<file path="src/rtl/mlp_output_layer_seq_pkg.sv">
// Shared types and sizing helpers for the MLP output layer.
package mlp_output_layer_seq_pkg;

  // Controller states: accept, activate, multiply-accumulate, present result
  typedef enum logic [1:0] {
    S_IDLE = 2'd0,
    S_ACT  = 2'd1,
    S_MAC  = 2'd2,
    S_DONE = 2'd3
  } state_t;

  // Ceiling log2; clog2(1) = 0
  function automatic int unsigned clog2(input int unsigned v);
    int unsigned r;
    r = 0;
    for (int i = 0; i < 32; i++) begin
      if ((64'd1 << i) < 64'(v)) r = 32'(i + 1);
    end
    return r;
  endfunction

  // Raw hidden score width: W plus headroom from the hidden layer
  function automatic int unsigned hraw_w(input int unsigned w);
    return w + 5;
  endfunction

  // Accumulator width large enough for bias plus N full products
  function automatic int unsigned acc_w(input int unsigned w, input int unsigned n);
    return 2 * w + 5 + clog2(n) + 1;
  endfunction

endpackage

</file>
<file path="src/rtl/mlp_mac_lane.sv">
// One class accumulator: bias load, signed MAC step and saturated score.
module mlp_mac_lane
  import mlp_output_layer_seq_pkg::*;
#(
  parameter int unsigned W      = 8,
  parameter int unsigned HRAW_W = 13,
  parameter int unsigned ACC_W  = 25,
  parameter int unsigned OUT_W  = 16
) (
  input  logic              clk,
  input  logic              rst,
  input  logic              load,
  input  logic              en,
  input  logic [W-1:0]      bias,
  input  logic [W-1:0]      weight,
  input  logic [HRAW_W-1:0] h_act,
  output logic [OUT_W-1:0]  sat_c
);

  localparam logic signed [ACC_W-1:0] MAX_V =
    {{(ACC_W-OUT_W+1){1'b0}}, {(OUT_W-1){1'b1}}};
  localparam logic signed [ACC_W-1:0] MIN_V =
    {{(ACC_W-OUT_W+1){1'b1}}, {(OUT_W-1){1'b0}}};

  logic signed [ACC_W-1:0]    acc;
  logic signed [W+HRAW_W-1:0] prod;

  // Full-width signed product, no truncation
  assign prod = $signed(weight) * $signed(h_act);

  // Accumulator: bias preload at job start, one product per MAC cycle
  always_ff @(posedge clk or posedge rst) begin
    if (rst) begin
      acc <= '0;
    end else if (load) begin
      acc <= ACC_W'($signed(bias));
    end else if (en) begin
      acc <= acc + ACC_W'(prod);
    end
  end

  // Clamp the accumulator into the signed output range
  always_comb begin
    sat_c = acc[OUT_W-1:0];
    if (acc > MAX_V) begin
      sat_c = MAX_V[OUT_W-1:0];
    end else if (acc < MIN_V) begin
      sat_c = MIN_V[OUT_W-1:0];
    end
  end

endmodule

</file>
<file path="src/rtl/mlp_output_layer_seq.sv">
// Sequential MLP output layer: ReLU, time-multiplexed MAC over hidden units,
// per-class bias and saturation, argmax, valid/ready result.
// Build option: define MLP_OUT_LEAKY_EN for leaky ReLU (h<0 -> h>>>3).
module mlp_output_layer_seq
  import mlp_output_layer_seq_pkg::*;
#(
  parameter int unsigned W     = 8,
  parameter int unsigned N     = 8,
  parameter int unsigned C     = 2,
  parameter int unsigned OUT_W = 16,
  localparam int unsigned HRAW_W = hraw_w(W),
  localparam int unsigned CW     = clog2(C)
) (
  input  logic                  clk,
  input  logic                  rst,
  input  logic                  in_valid,
  output logic                  in_ready,
  input  logic [N*HRAW_W-1:0]   h_raw_bus,
  input  logic [C*N*W-1:0]      w_o_bus,
  input  logic [C*W-1:0]        b_o_bus,
  output logic                  out_valid,
  input  logic                  out_ready,
  output logic [C*OUT_W-1:0]    y_score_bus,
  output logic [CW-1:0]         y_class,
  output logic [N*HRAW_W-1:0]   h_act_bus
);

  localparam int unsigned ACC_W = acc_w(W, N);
  localparam int unsigned KW    = (clog2(N) > 0) ? clog2(N) : 1;

  state_t                    state;
  logic [KW-1:0]             k;
  logic signed [HRAW_W-1:0]  h_raw_q [N];
  logic signed [HRAW_W-1:0]  h_act_q [N];
  logic signed [HRAW_W-1:0]  h_relu_c [N];
  logic signed [W-1:0]       w_q [C][N];
  logic signed [W-1:0]       b_q [C];
  logic [OUT_W-1:0]          lane_sat [C];
  logic [OUT_W-1:0]          best_c;
  logic [CW-1:0]             cls_c;
  logic                      lane_load_c;
  logic                      lane_en_c;
  logic [HRAW_W-1:0]         h_sel_c;

  assign lane_load_c = (state == S_ACT);
  assign lane_en_c   = (state == S_MAC);
  assign h_sel_c     = h_act_q[k];

  // Activation of the latched raw scores
  always_comb begin
    for (int i = 0; i < N; i++) begin
      h_relu_c[i] = h_raw_q[i];
      if (h_raw_q[i][HRAW_W-1]) begin
`ifdef MLP_OUT_LEAKY_EN
        h_relu_c[i] = h_raw_q[i] >>> 3;
`else
        h_relu_c[i] = '0;
`endif
      end
    end
  end

  // One accumulator lane per class, all fed the same hidden unit each cycle
  for (genvar c = 0; c < C; c++) begin : g_lane
    mlp_mac_lane #(
      .W      (W),
      .HRAW_W (HRAW_W),
      .ACC_W  (ACC_W),
      .OUT_W  (OUT_W)
    ) u_lane (
      .clk    (clk),
      .rst    (rst),
      .load   (lane_load_c),
      .en     (lane_en_c),
      .bias   (b_q[c]),
      .weight (w_q[c][k]),
      .h_act  (h_sel_c),
      .sat_c  (lane_sat[c])
    );
  end

  // Argmax over saturated scores; strict compare keeps the lowest index on ties
  always_comb begin
    best_c = lane_sat[0];
    cls_c  = '0;
    for (int c = 1; c < C; c++) begin
      if ($signed(lane_sat[c]) > $signed(best_c)) begin
        best_c = lane_sat[c];
        cls_c  = CW'(c);
      end
    end
  end

  // Activated values are exposed directly from their registers
  for (genvar i = 0; i < N; i++) begin : g_act
    assign h_act_bus[i*HRAW_W +: HRAW_W] = h_act_q[i];
  end

  // Controller, input latches, activation and result registers
  always_ff @(posedge clk or posedge rst) begin
    if (rst) begin
      state       <= S_IDLE;
      k           <= '0;
      in_ready    <= 1'b0;
      out_valid   <= 1'b0;
      y_score_bus <= '0;
      y_class     <= '0;
      for (int i = 0; i < N; i++) begin
        h_raw_q[i] <= '0;
        h_act_q[i] <= '0;
      end
      for (int c = 0; c < C; c++) begin
        b_q[c] <= '0;
        for (int i = 0; i < N; i++) w_q[c][i] <= '0;
      end
    end else begin
      case (state)
        S_IDLE: begin
          in_ready <= 1'b1;
          if (in_valid && in_ready) begin
            in_ready <= 1'b0;
            state    <= S_ACT;
            for (int i = 0; i < N; i++) begin
              h_raw_q[i] <= h_raw_bus[i*HRAW_W +: HRAW_W];
            end
            for (int c = 0; c < C; c++) begin
              b_q[c] <= b_o_bus[c*W +: W];
              for (int i = 0; i < N; i++) begin
                w_q[c][i] <= w_o_bus[(c*N+i)*W +: W];
              end
            end
          end
        end
        S_ACT: begin
          for (int i = 0; i < N; i++) h_act_q[i] <= h_relu_c[i];
          k     <= '0;
          state <= S_MAC;
        end
        S_MAC: begin
          if (k == KW'(N - 1)) begin
            state <= S_DONE;
          end else begin
            k <= k + KW'(1);
          end
        end
        S_DONE: begin
          if (!out_valid) begin
            out_valid <= 1'b1;
            y_class   <= cls_c;
            for (int c = 0; c < C; c++) begin
              y_score_bus[c*OUT_W +: OUT_W] <= lane_sat[c];
            end
          end else if (out_ready) begin
            out_valid <= 1'b0;
            in_ready  <= 1'b1;
            state     <= S_IDLE;
          end
        end
        default: state <= S_IDLE;
      endcase
    end
  end

endmodule

</file>
<file path="config.mk">
export PLATFORM = sky130hd
export DESIGN_NAME = mlp_output_layer_seq
export DESIGN_NICKNAME = d
export VERILOG_FILES = /design/src/rtl/mlp_output_layer_seq_pkg.sv /design/src/rtl/mlp_mac_lane.sv /design/src/rtl/mlp_output_layer_seq.sv
export SDC_FILE = /design/constraint.sdc
export NUM_CORES = 2
export LEC_CHECK = 0
export CAP_MARGIN = 40
export CORE_AREA = 8 8 262 189
export DETAILED_ROUTE_END_ITERATION = 8
export DIE_AREA = 0 0 270 197
export GPL_ROUTABILITY_DRIVEN = 1
export PLACE_DENSITY_LB_ADDON = 0.15
export SYNTH_ARGS = -nofsm -noshare
export SYNTH_HDL_FRONTEND = slang
export SYNTH_SLANG_ARGS = --single-unit
</file>
<file path="constraint.sdc">
create_clock -name clk -period 31.1 [get_ports clk]
set_input_delay 4.665 -clock clk [delete_from_list [all_inputs] [get_ports clk]]
set_output_delay 4.665 -clock clk [all_outputs]
set_load 0.02 [all_outputs]
</file>
### Word level (Yosys, flattened, before mapping)

Index checks and enable logic that the tools add are counted.

| word-level totals | value |
|---|---|
| output and inout port bits | 139 |
| bits in writable memories | 0 |
| bits in read-only memories | 0 |
| register bits after elaboration | 442 |
| bits in latches | 0 |
| memories kept | 0 |

| cells by class | value |
|---|---|
| $lt $le $gt $ge | 6 |
| div/mod/pow operators | 0 |
| equal/unequal tests | 9 |
| multipliers | 2 |
| mux-type cells | 39 |
| bitwise logic cells | 2 |
| $add $sub $neg | 3 |
| shift-type cells | 0 |
| reduce and logical (&&, ||, !) cells | 9 |

Operator list:

| operator | count |
|---|---|
| 25-bit 2-to-1 mux | 4 |
| 12-bit 2-to-1 mux | 8 |
| 16-bit 2-to-1 mux | 4 |
| 25-bit by 21-bit adder with 25-bit output | 2 |
| 25-bit by 16-bit greater-than comparator with 1-bit output, second input constant | 2 |
| 25-bit by 16-bit < comparator with 1-bit output, second input constant | 2 |
| 8-bit binary-select mux with 3-bit select | 2 |
| 8-bit by 13-bit multiplier with 21-bit output | 2 |
| 13-bit binary-select mux with 3-bit select | 1 |
| 8-bit 2-to-1 mux | 4 |
| 13-bit 2-to-1 mux | 2 |
| 16-bit greater-than comparator | 1 |
| 2-bit inequality test, second input constant | 5 |
| 2-bit 2-to-1 mux | 4 |
| 2-bit case mux with 4 select lines | 1 |
| 1-bit 2-to-1 mux | 6 |
| 3-bit case mux with 2 select lines | 1 |
| 2-bit AND reduction | 3 |
| 2-bit equality test, second input constant | 2 |
| 4-bit >= comparator, second input constant | 1 |
| 3-bit inverter with 4-bit output | 1 |
| 4-bit AND reduction | 1 |
| 2-bit nonzero test | 2 |
| 3-bit by 1-bit adder with 3-bit output, second input constant | 1 |
| other kinds (8) | 8 |

### Logic depth before layout (Yosys ltp)

| logic depth | value |
|---|---|
| word-level depth | 8 |
| depth in mapped cells | 23 |
| depth with buffers taken out | 21 |

### Modules after synthesis

A second synthesis with hierarchy kept.

| second synthesis, totals | value |
|---|---|
| cell total of the unflattened synthesis | 2541 |
| area, all modules | 29190.5 um^2 |

By module, submodules not included:

| module | cells each | area each (um^2) | instances |
|---|---|---|---|
| mlp_output_layer_seq | 1249 | 16992.5 | 1 |
| mlp_mac_lane (g_lane[0].u_lane) | 653 | 6147.1 | 1 |
| mlp_mac_lane (g_lane[1].u_lane) | 639 | 6050.8 | 1 |

### Worst setup path before layout

OpenSTA, ideal clock, no wires.

| path | value |
|---|---|
| path kind | reg-to-reg |
| start point | reg k[0] |
| end point | reg g_lane[0].u_lane.acc[24] |
| period minus slack after synthesis | 6335 ps |
| path slack | 24765 ps |
| arrival time | 6211 ps |
| path buffers | 3 |
| cell stages (with the launch flop) | 20 |
| data required time | 30976 ps |
| path through | dfrtp_1 -> buf_4 -> buf_2 -> mux4_2 -> mux2i_1 -> buf_4 -> nand2_1 -> fa_1 -> fa_1 -> inv_1 -> fa_1 -> fa_1 -> fa_1 -> ha_1 -> and3_1 -> a221oi_2 -> a211o_1 -> o311a_4 -> o21a_1 -> a211o_1 |

| on the way | value |
|---|---|
| cells in the longest elaborated chain, start to end | 8 |
| elaborated cells on any way between the ends | 11 |
| classes of those cells | 1 x add/sub; 1 x mul; 8 x mux; 1 x bitwise |

Ends and longest elaborated chain:

| what | RTL line | source |
|---|---|---|
| start, declared | mlp_output_layer_seq.sv:32 | `logic [KW-1:0] k;` |
| start signal, assigned | mlp_output_layer_seq.sv:143 | `k <= k + KW'(1);` |
| 3-bit inverter with 4-bit output (implied by the code) * | mlp_output_layer_seq.sv:47, mlp_output_layer_seq.sv:76 |  |
| 8-bit binary-select mux with 3-bit select / 13-bit binary-select mux with 3-bit select (equally long branches) | mlp_output_layer_seq.sv:76, mlp_output_layer_seq.sv:47 |  |
| 8-bit 2-to-1 mux (implied by the code) / 13-bit 2-to-1 mux (equally long branches) (2 in a row) | mlp_output_layer_seq.sv:76, mlp_output_layer_seq.sv:47 |  |
| 8-bit by 13-bit multiplier with 21-bit output * | mlp_mac_lane.sv:29 | `assign prod = $signed(weight) * $signed(h_act);` |
| 25-bit by 21-bit adder with 25-bit output * | mlp_mac_lane.sv:38 | `acc <= acc + ACC_W'(prod);` |
| 25-bit 2-to-1 mux * | mlp_mac_lane.sv:37 | `end else if (en) begin` |
| 25-bit 2-to-1 mux * | mlp_mac_lane.sv:35 | `end else if (load) begin` |
| end signal, assigned | mlp_mac_lane.sv:36 | `acc <= ACC_W'($signed(bias));` |
| end signal, assigned | mlp_mac_lane.sv:38 |  |
| end, declared | mlp_mac_lane.sv:25 | `logic signed [ACC_W-1:0] acc;` |

Mark *: on every way between the ends. The rest lies on a longest branch, timed or not. The select of a mux whose other input is x is not followed.
A chain may end at the register's enable or synchronous reset.

### Worst setup path after layout

| path | value |
|---|---|
| start point | in in_valid |
| end point | reg w_q[14] in the netlist's numbering |

| on the way | value |
|---|---|
| cells in the longest elaborated chain, start to end | 2 |

Ends and longest elaborated chain:

| what | RTL line | source |
|---|---|---|
| start, declared | mlp_output_layer_seq.sv:16 | `input logic in_valid,` |
| 1-bit logical AND | mlp_output_layer_seq.sv:120 | `if (in_valid && in_ready) begin` |
| 2-bit AND reduction (no line) | -- |  |
| end signal, assigned by index | mlp_output_layer_seq.sv:129 | `w_q[c][i] <= w_o_bus[(c*N+i)*W +: W];` |
| end, declared | mlp_output_layer_seq.sv:36 | `logic signed [W-1:0] w_q [C][N];` |

No other way between the ends.

==> flow_results.org <==
** Placement
- Number of buffers added on ports :: 382
- Final GP Congestion :: 0.948
- Detailed placement HPWL :: 58.1 mm

** CTS
- CTS hold repair buffers :: 0
- Clock tree from TritonCTS :: yes
- No sink is reached through more buffers than the 3 on the longest clock path.
- Clock tree sinks :: 434
- Clock-pin slew reported for the worst setup and hold paths after clock tree synthesis :: 0.06 ns
- Number of buffers inserted during clock tree synthesis :: 43
- Root Driver :: clkbuf_16
- Gates resized during post-CTS repair numbered 0.
- # Post-CTS Setup Buffers :: 0
- Clock latency of the later-clocked register in the worst-skew pair :: 0.57 ns
- H-Tree Depth :: 2

** Synth
- In this run, synthesis produced a sequential element count of 434.
- After synthesis, the share of flip-flops with an asynchronous set or reset is 100%.
- Syn_area_per_cell :: 11.4 um^2
- The synthesized design devotes to its leading area cell type 40.4% of total area.
- Synthesis produced a netlist whose cell count is 2,354.
- The synthesized netlist occupies a cell area of 26,900 um^2.
- EDFF count, synth :: 0
- Among all cell types in the netlist, the one instantiated most often is dfrtp_1.
- Cell type with the largest total area after synthesis :: dfrtp_1
- In the synthesized netlist the dominant register cell turns out to be dfrtp_1.
- Sequential cells were found to cover 40.4% of the synthesized design area.
- Top cells by area, synth :: dfrtp_1, fa_1, mux2_2
- List of most frequent post-synthesis cells :: dfrtp_1, mux2_2, inv_1, nand2_1, nor2_1
- After synthesis, the netlist uses 63 different library cells.
- YS warnings :: 0

** Detailed routing
- For this block, the routed nets add up to 76.9 mm of wire.
- Iteration count of the initial detailed-routing pass :: 5
- Drt first-iter violations :: 1,642
- The detailed router placed 19,700 vias in this run.
- For this run, design rule violations remaining after detail routing come to 0.
- Via-to-Cell Ratio :: 5.85
- The count of nets left with antenna violations once routing finished came out at 0.
- In the final routed layout, each cell accounts on average for 22.9 um.

** STA
- Sum Neg Setup Slack :: 0 ns
- Final Cycle Share :: 24.8%
- Clock skew on the completed layout was measured at 0.0149 ns.
- Setup repair after global routing left no endpoint under its margin.
- Setup violations remaining at the end of the flow were counted as 0.
- Highest Clock Rate :: 0.130 GHz
- The total count of max-transition violations in the final report was 0.
- Measured slew at the worst slew-check pin :: 0.916 ns
- Worst rel slew slack :: 38.8%
- Final Hold Vio Count :: 0
- Shortest clock period the worst path allows after layout :: 7.70 ns

** Setup path
- In this run the critical register-to-register path is captured at g_lane[1].u_lane.acc[24].
- The largest individual stage delay along the critical path comes from the cell buf_4.
- The worst setup path is of the in2reg kind.
- The worst setup path is captured at a register.
- Worst Path Buf+Inv :: 7
- Crit path arrival time :: 8.14 ns
- Path depth of the worst reg2reg path :: 20
- Broken down by cell family, the worst path's largest delay share belongs to buffers and inverters.
- On the worst path, the slowest cell contributes a delay of 0.55 ns.
- In this run the worst path has a maximum fanout of 75.
- Critical path cell sequence :: clkdlybuf4s50_1, nand3_4, buf_4, buf_12, buf_4, buf_16, buf_4, buf_16, mux2_2
- Setup slack on the worst reg-to-reg path comes out at 23.50 ns.
- Library cell appearing most often on the critical path :: buf_4
- Critical path data required time :: 31.54 ns
- STA classifies the critical path startpoint as a primary input.
- RR Startpoint :: k[0]

** Global routing
- Overall track demand over capacity in global routing :: 28.8%
- The number of antenna violations at the first check in global routing is 16.
- Largest net degree at the start of global routing :: 161
- Global routing finished with a remaining overflow of 0.
- Global-route wire length before repair :: 121 mm
- Via count of the first global-routing pass :: 20,700

** Worst hold path
- The startpoint identified for the worst hold timing path is h_raw_q[4].
- Cells on Worst Hold Path :: 2
- The path with the worst hold slack has its endpoint at h_act_bus[95].
- The worst hold path belongs to the class reg2reg.

** Floorplanning
- The floorplan step set the die width to 270 um.
- Die footprint :: 53,200 um^2
- After floorplanning, the core was divided into 66 placement rows.
- During I/O placement, the number of pins put on the boundary was 391.
- The initial utilization of the core area, before any placement, comes to 59.1%.
- The core region is 45,500 um^2.
- The die is 197 um tall.

** Finish
- The layout has 3,084 filler cells.
- At the end of the flow the core is filled with cells to 72.7%.
- Layout cell share with drive strength beyond 1 :: 17.4%
- Total number of nets in the final design :: 3,282
- Syn-to-layout area delta :: 23.0%

** Outcome
- The run finished with clean final reports.

** Flow run
- Max capacitance violation total :: 0
-- kinds of logic after synthesis --
family                   Yosys count  synth area share, %
AND/OR/NAND/NOR                  467                 7.34
flip-flops                       434                 40.4
buffers and inverters            397                 5.85
multiplexers                     371                 17.8
adder cells (fa/ha/maj)          325                 19.6
AO/OA/AOI/OAI                    321                 7.77
XOR/XNOR                          38                 1.24
other                              1               0.0140
-- through the flow --
step	hold slack (ns)	std cells	setup WS (ns)	instance area, um^2
after floorplan	0.444	2361	14.35	26900
after global placement	0.455	3257	22.35	31200
after detailed placement	0.461	3272	22.90	31500
after CTS	0.480	3348	23.47	33000
after global routing	0.491	3360	23.10	33100
final	0.474	3360	23.40	33100
-- cell usage in the layout (no fill, tap or decap), drive strengths merged, types with 4 or more instances in the layout --
| cell type | n |
|---|---|
| xor2 | 12 |
| a211oi | 4 |
| a41oi | 4 |
| nand3 | 17 |
| clkdlybuf4s50 | 382 |
| a21oi | 59 |
| buf | 41 |
| o22ai | 83 |
| mux2 | 277 |
| nor2b | 12 |
| or3 | 4 |
| or2 | 10 |
| o21ai | 67 |
| o21a | 20 |
| nor2 | 179 |
| o31ai | 5 |
| o211ai | 4 |
| nand4 | 13 |
| dfrtp | 434 |
| fa | 159 |
| diode | 12 |
| clkbuf | 57 |
| o221ai | 10 |
| mux4 | 56 |
| bufinv | 9 |
| inv | 276 |
| nor4 | 4 |
| mux2i | 38 |
| o22a | 12 |
| nand2b | 16 |
| clkinv | 7 |
| nand2 | 192 |
| xnor2 | 26 |
| nor3 | 11 |
| a21o | 28 |
| conb | 8 |
| ha | 166 |
| a31oi | 5 |
-- cell type report --
cell class              instances  area, um^2  share of cell area (%)
multi-input cells            1530       14500                    43.9
flip-flops and latches        434       10900                    32.9
repair buffers                423        4280                    13.0
clock buffers                  57        1210                    3.66
inverters                     273        1030                    3.12
well taps                     612         766                    2.32
clock inverters                19         365                    1.11
diodes                         12        30.0                  0.0908
-- state kept, by name, summed over array words and instances (netlist names) --
| register | cells |
|---|---|
| h_act_bus | 96 |
| state | 2 |
| b_q | 16 |
| k | 3 |
| y_class | 1 |
| y_score_bus | 32 |
| in_ready | 1 |
| out_valid | 1 |
| h_raw_q | 104 |
| g_lane.u_lane.acc | 50 |
| w_q | 128 |
-- worst max path at each step --
stage	from	endpoint	slack (ns)	cells past startpoint
CTS	in_valid	w_q[21]	23.47	9
global placement	in_valid	b_q[10]	22.35	6
detailed placement	in_valid	w_q[60]	22.90	9
finish	in_valid	w_q[14]	23.40	9
floorplan	rst	b_q[0]	14.35	1
global route	k[0]	g_lane[1].u_lane.acc[24]	23.10	20
-- per-layer routing --
layer	share of wire (%)	track usage (%)	up-vias	routed length [um]
li1	-	-	8719	-
met3	7.8	6.78	156	6040
met1	42	39.3	9991	32400
met5	0.062	0	-	48
met2	46	45.3	788	35700
met4	3.6	10.2	8	2740
-- worst register-to-register path: stages, from the launching register on --
cell      delay [ns]
dfrtp_4         0.83
buf_4           0.64
mux4_2          0.61
mux2i_1         0.35
buf_4           0.27
nor2_1          0.08
fa_1            0.51
inv_1           0.05
fa_1            0.54
inv_1           0.05
fa_1            0.49
fa_1            0.45
fa_1            0.44
ha_1            0.38
a21o_1          0.21
a221oi_2        0.38
a21oi_1         0.24
o21ai_1         0.39
a41oi_1         0.23
xnor2_1         0.19
o221ai_1        0.11
Power is not shown: default switching activity piles up to over one toggle a cycle in this logic, so the estimate is an artifact.
==> variant 1 (same flow settings) <==
`W` is set to 8 in 2 places; all go to 7.
--- a/src/rtl/mlp_mac_lane.sv
+++ b/src/rtl/mlp_mac_lane.sv
@@ -2,7 +2,7 @@
 module mlp_mac_lane
   import mlp_output_layer_seq_pkg::*;
 #(
-  parameter int unsigned W      = 8,
+  parameter int unsigned W      = 7,
   parameter int unsigned HRAW_W = 13,
   parameter int unsigned ACC_W  = 25,
   parameter int unsigned OUT_W  = 16
--- a/src/rtl/mlp_output_layer_seq.sv
+++ b/src/rtl/mlp_output_layer_seq.sv
@@ -4,7 +4,7 @@
 module mlp_output_layer_seq
   import mlp_output_layer_seq_pkg::*;
 #(
-  parameter int unsigned W     = 8,
+  parameter int unsigned W     = 7,
   parameter int unsigned N     = 8,
   parameter int unsigned C     = 2,
   parameter int unsigned OUT_W = 16,
Ports: changed (resized b_o_bus, h_act_bus, h_raw_bus and w_o_bus); port bits go from 391 to 357. The function was not compared with the original's and may differ.
==> variant 1 against the original RTL <==
Setup slack better by 0.64 ns; core utilization down 7.6 points; first-iteration DRC count down 32%; synthesized area down 10%; sequential cell count down 38; non-clock buffer count down 31; global-route usage down 4.6 points; cell area down 10%; routed wire length down 16%.
Power is left out: the tool's default activity adds up to more than one toggle a clock period on the data nets, which glitch-free logic cannot reach.
==> variant 1: results (changes against the original RTL) <==
status: "complete, no violations"
fill_cells: 3523  # +14%
syn_avg_cell_area_sq_um: 11.15  # -2.4%
drt-met1-wl_um: 28840  # -11%
grt_pass1_wl_um: 103600  # -14%
wire_per_inst_um: 20.67  # -9.7%
cts_made_buffers: 41  # -4.7%
clkCellAreaFrac_pct: 4.604  # -0.16 points
multi_input_area_share_pct: 42.14  # -1.8 points
tightest_slew_ns: 1.201  # +0.2847 ns
cp.arrival_ns: 7.44  # -0.70 ns
route.vias.total: 17300  # -12%
met2_length_um: 30130  # -16%
ys_seq_elements: 396  # -8.8%
synth_cell_types: 69  # +9.5%
gp_congestion: 0.8909  # -6.0%
nNonClkInverters: 314  # +15%
start_kind: "flop"
grt_max_degree: 180  # +12%
ff_latch_area_sq_mm: 0.009916  # -8.8%
bufAreaShareNonClock_pct: 13.14  # +0.19 points
fin_nets: 2964  # -9.7%
nNonClkBuffers: 392  # -7.3%
dpl.hpwl_um: 48990  # -16%
max_stage_delay_ns: 0.76  # +0.21 ns
multiInputGateArea_sq_mm: 0.01248  # -14%
io_buffers: 348  # -8.9%
drive_gt1_share_pct: 17.66  # +0.30 points
crit_type: "reg -> reg"
startpoint: "k[0]$_DFFE_PP0P_"
## variant 1: cell count changes in the layout (fill, tap and decap cells not counted), sizes merged, moves of 10 or more
cell	change
dfrtp	-38
nand2	-55
clkdlybuf4s50	-34
nor2	-31
mux2	-37
nor2b	+14
fa	-34
o21a	+10
or2	+11
inv	+40
a21o	-12
nand2b	-13
ha	-30
## variant 1: worst min-delay path by stage
| stage | startpoint | to | cells past startpoint |
|---|---|---|---|
| floorplan | h_raw_q[0]$_DFFE_PP0P_ | h_act_bus[84]$_DFFE_PP0P_ | 2 |
| global placement | h_raw_q[3]$_DFFE_PP0P_ | h_act_bus[87]$_DFFE_PP0P_ | 2 |
| detailed placement | y_score_bus[7]$_DFFE_PP0P_ | y_score_bus[7]$_DFFE_PP0P_ | 2 |
| CTS | y_score_bus[11]$_DFFE_PP0P_ | y_score_bus[11]$_DFFE_PP0P_ | 2 |
| global route | y_score_bus[12]$_DFFE_PP0P_ | y_score_bus[12]$_DFFE_PP0P_ | 2 |
| finish | y_score_bus[6]$_DFFE_PP0P_ | y_score_bus[6]$_DFFE_PP0P_ | 2 |
## variant 1: worst max-delay path: cells and delay by family, from the launching register on
kind	cells	cell delay (ns)
flip-flops	1	0.76
multiplexers	2	0.91
XOR/XNOR	1	0.15
buffers and inverters	6	1.09
adder cells (fa/ha/maj)	5	2.49
AO/OA/AOI/OAI	6	1.26
AND/OR/NAND/NOR	2	0.19
## variant 1: cells by family (layout without fill, tap and decap cells)
logic type / count (synthesis) / count (layout) / share of synthesized area, %
other cells: 1 / 15 / 0.01557
simple gates: 383 / 383 / 6.909
flops: 396 / 396 / 41.14
xor+xnor: 31 / 31 / 1.127
compound gates: 325 / 325 / 8.774
buf+inv: 440 / 780 / 7.272
fa+ha+maj: 261 / 261 / 17.45
mux: 324 / 324 / 17.31
==> variant 2 (same flow settings) <==
Without the edit above. Re-encode `state_t` (4 states) as one-hot, 4 bits wide.
--- a/src/rtl/mlp_output_layer_seq_pkg.sv
+++ b/src/rtl/mlp_output_layer_seq_pkg.sv
@@ -2,11 +2,11 @@
 package mlp_output_layer_seq_pkg;
 
   // Controller states: accept, activate, multiply-accumulate, present result
-  typedef enum logic [1:0] {
-    S_IDLE = 2'd0,
-    S_ACT  = 2'd1,
-    S_MAC  = 2'd2,
-    S_DONE = 2'd3
+  typedef enum logic [3:0] {
+    S_IDLE = 4'b0001,
+    S_ACT  = 4'b0010,
+    S_MAC  = 4'b0100,
+    S_DONE = 4'b1000
   } state_t;
 
   // Ceiling log2; clog2(1) = 0
Behaviour: no difference found for any inputs over 4 cycles, from zero or initial values and one cycle with rst high; so few cycles prove little.
==> variant 2 against the original RTL <==
Via count is 1.4% higher; synthesized area is 0.34% higher; setup slack worse by 0.062 ns; routed wire length is 2.1% higher; hold slack better by 0.0078 ns; largest cell class unchanged; sequential cell count is 2 higher; cell area is 0.14% higher.
Power is not shown: default switching activity piles up to over one toggle a cycle in this logic, so the estimate is an artifact.
==> variant 2: results (changes against the original RTL) <==
status: "complete, no violations"
fill_cells: 3126  # +1.4%
hold_class: "reg -> reg"
synth_cell_types: 67  # +6.3%
antenna_found_initial: 15  # -1
dpl.hpwl_um: 59180  # +1.9%
dpl_cell_area_sq_mm: 0.03149  # +0.11%
drive_gt1_share_pct: 9.818  # -7.5 points
synth_top_family_by_area: "adder cells"
synth_common_cells: "435 x dfrtp_1, 293 x nand2_1, 205 x mux2_1"
first_pass_iters: 5  # unchanged
first_global_vias: 20800  # +0.31%
track_usage_pct: 29.35  # +0.57 points
synth.area.top_cells: "dfrtp_1 40%, fa_1 12%, mux2_1 8.6%"
gp_congestion: 0.9162  # -3.3%
wl_met3_um: 5851  # -3.1%
viasPerCell: 5.928  # +1.3%
fin_skew_ns: 0.02381  # +0.008914 ns
cp_slowest_cell: "mux2i_1"
gr-usage-met3_pct: 5.352  # -1.4 points
dr.first_iter.drc_count: 1896  # +15%
met2_length_um: 36610  # +2.5%
critPathTopFamily: "adder cells"
synth_fa_ha_area_share_pct: 19.32  # -0.25 points
use_met1_pct: 40.63  # +1.4 points
clkTransAtPathRegs_ns: 0.07
met2_usage_pct: 46.51  # +1.2 points
reg2regPathDepth: 19  # -5.0%
grt_max_degree: 178  # +11%
ys_seq_area_share_pct: 40.46  # +0.051 points
crit_type: "reg -> reg"
path_max_fanout: 41  # -45%
hold_start: "w_q[44]$_DFFE_PP0P_"
cp.arrival_ns: 8.23  # +0.09 ns
wire_per_inst_um: 23.33  # +1.9%
slew_headroom_pct: 24.06  # -15 points
startpoint: "k[0]$_DFFE_PP0P_"
grt_pass1_wl_um: 123100  # +1.8%
holdPathEnd: "w_q[44]$_DFFE_PP0P_"
reg2reg_slack_ns: 23.34  # -0.16 ns
synth-xor-area-share_pct: 1.201  # -0.037 points
r2r_end: "g_lane[0].u_lane.acc[17]$_DFFE_PP0N_"
worstHoldPathCells: 1  # -1
synth.area.mux_share_pct: 17.32  # -0.50 points
drt-met1-wl_um: 33130  # +2.4%
cts_made_buffers: 44  # +2.3%
max_stage_delay_ns: 0.75  # +0.20 ns
synth_compound_area_share_pct: 6.355  # -1.4 points
cts_buffer_depth: 3  # unchanged
variant 2: final cells by class:
type	count	area, sq um	area share (%)
tap	612	765.7	2.313
sequential	436	10920	32.98
antenna	13	32.53	0.09826
inverter	163	619.3	1.871
timing repair buffer	430	4329	13.08
clock buffer	65	1310	3.957
clock inverter	12	229.0	0.6916
multi-input combinational	1634	14900	45.01
variant 2: kinds of logic (layout without fill, tap and decap cells):
| family | Yosys count | count (layout) |
|---|---|---|
| other | 1 | 21 |
| adders and majority gates | 321 | 321 |
| buffers and inverters | 299 | 670 |
| and+or+nand+nor | 632 | 632 |
| muxes | 362 | 362 |
| DFF | 436 | 436 |
| xor gates and xnor gates | 37 | 37 |
| AOI/OAI and AO/OA | 274 | 274 |
variant 2: through the flow:
stage,hold slack [ns],setup slack (ns),utilization [%],cells
floorplan,0.4524,14.29,-,2369
global placement,0.4626,23.34,68.80,3260
detailed placement,0.4693,23.21,69.21,3272
CTS,0.4842,23.21,72.60,3349
global route,0.4990,22.95,72.76,3365
finish,0.4822,23.34,72.76,3365
